<file path="config.mk">
export PLATFORM = sky130hd
export DESIGN_NAME = piso_reg
export DESIGN_NICKNAME = d
export VERILOG_FILES = /design/src/rtl/piso_reg_pkg.sv /design/src/rtl/piso_hold_buf.sv /design/src/rtl/piso_reg.sv
export SDC_FILE = /design/constraint.sdc
export NUM_CORES = 1
export LEC_CHECK = 0
export ABC_AREA = 1
export BUFFER_PORTS_ARGS = -buffer_cell sky130_fd_sc_hd__buf_2
export CAP_MARGIN = 0
export CORE_ASPECT_RATIO = 1.2
export CORE_MARGIN = 2
export CORE_UTILIZATION = 36
export CTS_BUF_LIST = sky130_fd_sc_hd__clkbuf_4
export CTS_CLUSTER_DIAMETER = 120
export DETAILED_ROUTE_END_ITERATION = 16
export PLACE_DENSITY_LB_ADDON = 0.08
export SETUP_SLACK_MARGIN = 0.3
export SLEW_MARGIN = 25
export SYNTH_ARGS = -nofsm -noshare
export SYNTH_HDL_FRONTEND = slang
export SYNTH_SLANG_ARGS = --single-unit
</file>
<file path="constraint.sdc">
create_clock -name clk -period 1.43 [get_ports clk]
set_input_delay 0.429 -clock clk [delete_from_list [all_inputs] [get_ports clk]]
set_output_delay 0.429 -clock clk [all_outputs]
set_load 0.03 [all_outputs]
</file>
<file path="src/rtl/piso_reg_pkg.sv">
// rtl/piso_reg_pkg.sv - shared types and helpers for the piso_reg serializer
package piso_reg_pkg;

  // Widest word the bit-reverse helper can handle.
  localparam int MAX_W = 128;

  typedef enum logic {
    IDLE  = 1'b0,
    SHIFT = 1'b1
  } piso_state_t;

  // Reverse the low 'width' bits of v; bits at and above 'width' come back as 0.
  function automatic logic [MAX_W-1:0] bit_rev(input logic [MAX_W-1:0] v, input int width);
    logic [MAX_W-1:0] r;
    r = '0;
    for (int i = 0; i < MAX_W; i++) begin
      if (i < width) begin
        r[i] = v[width-1-i];
      end
    end
    return r;
  endfunction

endpackage

</file>
<file path="src/rtl/piso_hold_buf.sv">
// rtl/piso_hold_buf.sv - one-entry valid/ready register slice (used when PISO_REG_HOLD_BUF_EN is defined)
module piso_hold_buf #(
  parameter int W = 9
) (
  input  logic         clk,
  input  logic         arst_n,
  input  logic [W-1:0] s_data,
  input  logic         s_valid,
  output logic         s_ready,
  output logic [W-1:0] m_data,
  output logic         m_valid,
  input  logic         m_ready
);

  logic [W-1:0] data_q;
  logic         valid_q;

  // The slice only takes a word when empty, so fill and drain never overlap.
  assign s_ready = !valid_q;
  assign m_valid = valid_q;
  assign m_data  = data_q;

  // Occupancy flag: set on fill, cleared when the consumer takes the word.
  always_ff @(posedge clk or negedge arst_n) begin
    if (!arst_n) begin
      valid_q <= 1'b0;
    end else if (s_valid && s_ready) begin
      valid_q <= 1'b1;
    end else if (valid_q && m_ready) begin
      valid_q <= 1'b0;
    end
  end

  // Payload register; loads only on a fill.
  always_ff @(posedge clk or negedge arst_n) begin
    if (!arst_n) begin
      data_q <= '0;
    end else if (s_valid && s_ready) begin
      data_q <= s_data;
    end
  end

endmodule

</file>
<file path="src/rtl/piso_reg.sv">
// rtl/piso_reg.sv - parallel-in serial-out serializer; optional holding buffer via PISO_REG_HOLD_BUF_EN
module piso_reg
  import piso_reg_pkg::*;
#(
  parameter int DATA_WIDTH = 32
) (
  input  logic                  clk,
  input  logic                  arst_n,
  input  logic [DATA_WIDTH-1:0] in_data,
  input  logic                  in_valid,
  output logic                  in_ready,
  input  logic                  out_dir,
  input  logic                  tx_en,
  output logic                  serial_out,
  output logic                  shift_en,
  output logic                  busy,
  output logic                  done
);

  localparam int CNT_W = $clog2(DATA_WIDTH);
  localparam logic [CNT_W-1:0] LAST_CNT = CNT_W'(DATA_WIDTH - 1);

  piso_state_t             state;
  piso_state_t             state_nxt;
  logic [DATA_WIDTH-1:0]   shift_reg;
  logic [CNT_W-1:0]        bit_cnt;

  logic                    accept;
  logic                    load_in;
  logic                    load_buf;
  logic                    do_shift;
  logic                    end_word;

  logic                    next_valid;
  logic [DATA_WIDTH-1:0]   next_data;
  logic                    next_dir;

  // The shifter always emits its MSB, so LSB-first words are reversed on load.
  function automatic logic [DATA_WIDTH-1:0] orient(input logic [DATA_WIDTH-1:0] w,
                                                   input logic dir);
    logic [MAX_W-1:0] r;
    r = bit_rev(MAX_W'(w), DATA_WIDTH);
    return dir ? w : r[DATA_WIDTH-1:0];
  endfunction

  assign accept = in_valid && in_ready;
  assign busy   = (state == SHIFT);

`ifdef PISO_REG_HOLD_BUF_EN
  logic [DATA_WIDTH:0] buf_data;
  logic                buf_valid;
  logic                buf_s_ready;

  // While a word is shifting, new words park in the slice; when idle they bypass it
  // so the first bit still appears the cycle after accept.
  piso_hold_buf #(
    .W (DATA_WIDTH + 1)
  ) u_hold_buf (
    .clk     (clk),
    .arst_n  (arst_n),
    .s_data  ({out_dir, in_data}),
    .s_valid (in_valid && (state == SHIFT)),
    .s_ready (buf_s_ready),
    .m_data  (buf_data),
    .m_valid (buf_valid),
    .m_ready (load_buf)
  );

  assign in_ready   = buf_s_ready;
  assign next_valid = buf_valid;
  assign next_data  = buf_data[DATA_WIDTH-1:0];
  assign next_dir   = buf_data[DATA_WIDTH];
`else
  assign in_ready   = (state == IDLE);
  assign next_valid = 1'b0;
  assign next_data  = '0;
  assign next_dir   = 1'b0;
`endif

  // State register.
  always_ff @(posedge clk or negedge arst_n) begin
    if (!arst_n) begin
      state <= IDLE;
    end else begin
      state <= state_nxt;
    end
  end

  // Next-state, datapath controls and link outputs.
  always_comb begin
    state_nxt  = state;
    load_in    = 1'b0;
    load_buf   = 1'b0;
    do_shift   = 1'b0;
    end_word   = 1'b0;
    shift_en   = 1'b0;
    serial_out = 1'b0;
    done       = 1'b0;
    case (state)
      IDLE: begin
        // A word left in the buffer by an accept on the final bit goes first.
        if (next_valid) begin
          load_buf  = 1'b1;
          state_nxt = SHIFT;
        end else if (accept) begin
          load_in   = 1'b1;
          state_nxt = SHIFT;
        end
      end
      SHIFT: begin
        shift_en   = tx_en;
        serial_out = shift_reg[DATA_WIDTH-1] & tx_en;
        if (tx_en) begin
          if (bit_cnt == LAST_CNT) begin
            done = 1'b1;
            if (next_valid) begin
              load_buf = 1'b1;
            end else begin
              end_word  = 1'b1;
              state_nxt = IDLE;
            end
          end else begin
            do_shift = 1'b1;
          end
        end
      end
      default: begin
        state_nxt = IDLE;
      end
    endcase
  end

  // Shift register and bit counter; the counter restarts on every load and never wraps.
  always_ff @(posedge clk or negedge arst_n) begin
    if (!arst_n) begin
      shift_reg <= '0;
      bit_cnt   <= '0;
    end else if (load_buf) begin
      shift_reg <= orient(next_data, next_dir);
      bit_cnt   <= '0;
    end else if (load_in) begin
      shift_reg <= orient(in_data, out_dir);
      bit_cnt   <= '0;
    end else if (do_shift) begin
      shift_reg <= shift_reg << 1;
      bit_cnt   <= bit_cnt + CNT_W'(1);
    end else if (end_word) begin
      shift_reg <= '0;
      bit_cnt   <= '0;
    end
  end

endmodule
</file>
---- Yosys cells after proc, flatten, opt, wreduce, memory -nomap -nowiden ----
Index checks and enable logic that the tools add are counted.
Widths: inputs -> output; s select.
storage, ports and cells
  word-level logic and storage cells ...... 28
  output and inout port bits .............. 5
  bits in registers ....................... 38
  bits of input ports ..................... 37
operators by class
  $add $sub $neg .......................... 1
  reduce and logical (&&, ||, !) cells .... 2
  equal/unequal tests ..................... 1
  bitwise operators ....................... 2
  muxes and demuxes ....................... 19
operator list
  operator             count
  $mux 32              4
  $mux 5               3
  $mux 1               11
  $add 5x1->5 const B  1
  $eq 5x5->1 const B   1
  $reduce_bool 3->1    1
  $pmux 1 s2           1
  $and 1x1->1          1
  $logic_and 1x1->1    1
  $not 1->1            1

---- Depth between registers and ports, before layout ----
  depth after elaboration ................. 7
  mapped depth ............................ 8

---- Least setup slack after synthesis ----
Ideal clock, no wire load.
  path kind ............................... flip-flop to output port
  from .................................... register bit_cnt[0]
  to ...................................... output port done
  required time ........................... 1001 ps
  path buffers ............................ 0
  cell stages (with the launch flop) ...... 7
  slack ................................... -372 ps
  arrival time ............................ 1373 ps
  cell sequence ........................... dfrtp_1 ha_1 nand2_1 nor2_1 ha_1 nand2_1 nor2_1
between the ends
  word-level cells in the longest chain between the ends .. 4
RTL lines
  element                 line             text
  start, declared         piso_reg.sv:26   logic [CNT_W-1:0] bit_cnt;
  start signal, assigned  piso_reg.sv:146  bit_cnt <= bit_cnt + CNT_W'(1);
  $eq 5x5->1              piso_reg.sv:114  if (bit_cnt == LAST_CNT) begin
  $mux 1                  piso_reg.sv:114
  $mux 1                  piso_reg.sv:113  if (tx_en) begin
  $mux 1                  piso_reg.sv:99   case (state)
  end, declared           piso_reg.sv:17   output logic done
Every way passes these cells.

---- Worst setup path after layout ----
  from .................................... register bit_cnt[1]
  to ...................................... output port done
Same word-level chain as after synthesis.

==> results.toml <==
[sta]
hold_viol = 0
slew_headroom = 0.8545
setup_viol = 41
setup_ws_ns = -0.5249
rsz0062_at_grt = "yes"
fin_skew_ns = 0.008526
slew_violations = 0
whs_ns = 0.01292
timing.fmax_mhz = 511.5
fin_crit_sh = 1.367
fin_tns_setup_ns = -10.86
worst_pin_slew_ns = 0.2183
period_needed_ns = 1.955

[power_and_ir_drop]
clock_power_share = 0.196
p_per_area_mw_per_mm2 = 888.9
p_switching_mw = 1.022
peakVddDrop_v = 0.0004054
pwr-share-comb = 0.327
p_int_mw = 1.934
leakage_nw = 2.044
seqPwrFrac = 0.478
swShare = 0.3458

[run_status]
failed_checks = "setup timing"
outcome = "complete, but fails checks"

[layout]
largest_reg_flops = 32
stdcell_area_sq_mm = 0.003326
antennaDiodeCount = 0
nNetsFinal = 418
layout_commonest_cell = "nand2_1"
final_cell_count_no_fill = 460
syn2layout_area_growth_pct = 54.53
final_cell_mix = "nand2_1, dfrtp_1, buf_2"
drive_gt1_frac = 0.4342
final_core_util = 0.5829

[grt]
grtUsageTotal = 0.2038
grt_max_degree = 39
gr-total-overflow = 0
antenna_found_initial = 0
grt_pass1_wl_mm = 10.23
grt_pass1_vias = 2206

[min_path]
worst_hold_path_type = "in2async"

[logic_synthesis]
synth.mux.area_fraction = 0
synth-simple-area-share = 0.4692
synth_top_family_by_area = "simple AND/OR/NAND/NOR gates"
syn_inst = 319
yosys_warnings = 0
synth.cell_area_sq_mm = 0.002152
synth.yosys.seq_area_share = 0.4419
ys_types = 14
synth-compound-area-share = 0.01163
ys_ff_latch = 38
synthAdderAreaFrac = 0.01163
synth-xor-area-share = 0
syn-num-nets = 358
avgSynthCellArea_sq_um = 6.746

[worst_setup_path]
crit_family = "flip-flops"
cp.arrival_ns = 1.53
worstPathRequired_ns = 1.00
crit_fanout = 2
critPathBufInv = 1
slowest_stage = "dfrtp_1"
startpoint_type = "register"
slowest_delay_ns = 0.37
path_class = "reg2out"
crit_path_cell_trace = "ha_2 -> nand2_2 -> nor2_2 -> ha_2 -> nand2_2 -> nor2_4 -> buf_6"
cp-end-kind = "output pin"

[placed_design]
dpl-instance-area_sq_mm = 0.002587
gp_congestion = 0.7350
port_buffers = 41
dp.final_hpwl_mm = 3.772
dp.cells = 438

[clocking]
cts_buffers = 5
cts_tree = "yes"
path_clk_slew_ns = 0.12
clock_latency_ns = 0.35
htreeDepth = 2
cts_root_buf = "clkbuf_4"
cts_buffer_depth = 2
cts_hold_buf = 0
cts_sinks = 38

[die]
dieArea_sq_mm = 0.006615
core_sq_mm = 0.005705
die_w_um = 74.58
initial_core_util = 0.3772
boundaryPins = 42
die_h_um = 88.70
row_count = 30

[drt]
avgViaCountPerCell = 4.935
drc_errors = 0
routedWlPerCell_um = 13.59
via_count = 2270
wirelength_mm = 6.251
detail-route-antenna-nets = 0
drt_first_iter_violations = 94
first_pass_iters = 5

[flow_run]
drv_cap = 0
## power by group through the flow
stage               clock network [mW]  registers (mW)  logic [mW]
finish                           0.578            1.41       0.966
CTS                              0.591            1.36       0.756
global route                     0.649            1.43        1.08
floorplan                            0            1.36       0.387
detailed placement                   0            1.37       0.661
global placement                     0            1.37       0.657
## synth_stat cells (all sizes together)
cell type  instances  share of area
nor2               6          0.014
dfrtp             38           0.44
inv               11          0.019
a21oi              1         0.0023
nand4              1         0.0029
buf               17          0.043
ha                 2          0.012
clkbuf             2         0.0035
o21ai              4         0.0093
nand3             65           0.15
nand2            172           0.30
## worst paths after layout
check | start | to | slack (ns) | cells after the start
worst max-delay path | bit_cnt[1]$_DFFE_PN0P_ | done | -0.52 | 7
worst min-delay path | arst_n | shift_reg[30]$_DFFE_PN0P_ | 0.01 | 2
worst max register to register | bit_cnt[1]$_DFFE_PN0P_ | bit_cnt[2]$_DFFE_PN0P_ | -0.33 | 11
worst min register to register | shift_reg[22]$_DFFE_PN0P_ | shift_reg[23]$_DFFE_PN0P_ | 0.50 | 2
max in group asynchronous | arst_n | busy$_DFF_PN0_ | 1.19 | 2
min in group clk | in_data[31] | shift_reg[0]$_DFFE_PN0P_ | 0.37 | 3
## worst register-to-register path, delay by kind of cell (launching register included)
family                   cells  cell delay, ns
AO/OA/AOI/OAI                1            0.07
adder cells (fa/ha/maj)      2            0.38
buffers and inverters        4            0.55
flip-flops                   1            0.40
AND/OR/NAND/NOR              4            0.30
## kinds of logic (layout without fill, tap and decap cells)
kind of cell	Yosys count	after routing
compound gates	5	5
flops	38	38
simple gates	244	244
fa+ha+maj	2	2
buf+inv	30	91
## layout make-up
| class | instances | area, sq um |
|---|---|---|
| clock buffer | 6 | 45.04 |
| clock inverter | 2 | 8.758 |
| fill | 542 | 2380 |
| inverter | 11 | 50.05 |
| multi-input combinational | 251 | 1535 |
| sequential | 38 | 952.2 |
| tap | 80 | 100.1 |
| timing repair buffer | 72 | 634.4 |
## through the flow
| step | setup WS, ns | power, mW |
|---|---|---|
| after detailed placement | -0.2490 | 2.029 |
| final | -0.5249 | 2.956 |
| after global placement | -0.2200 | 2.023 |
| after CTS | -0.5599 | 2.702 |
| after floorplan | -0.1562 | 1.748 |
| after global routing | -0.6405 | 3.163 |
## per-layer routing
layer,global-route usage,share of wire,up-vias
met2,0.3484,0.52,42
met4,0.06006,0.010,0
met1,0.2575,0.43,1098
met3,0.04328,0.038,5
met5,0,0,-
li1,-,-,1125
## what timing repair did
| item | CTS | global route |
|---|---|---|
| endpoints found under the hold margin | 0 | 0 |
| cloned | 3 | 1 |
| setup buffers | 7 | 3 |
| setup endpoints to repair | 43 | 43 |
| pin swaps | 3 | 11 |
| resized for setup | 30 | 99 |
Power figures use the tool's default switching activity.
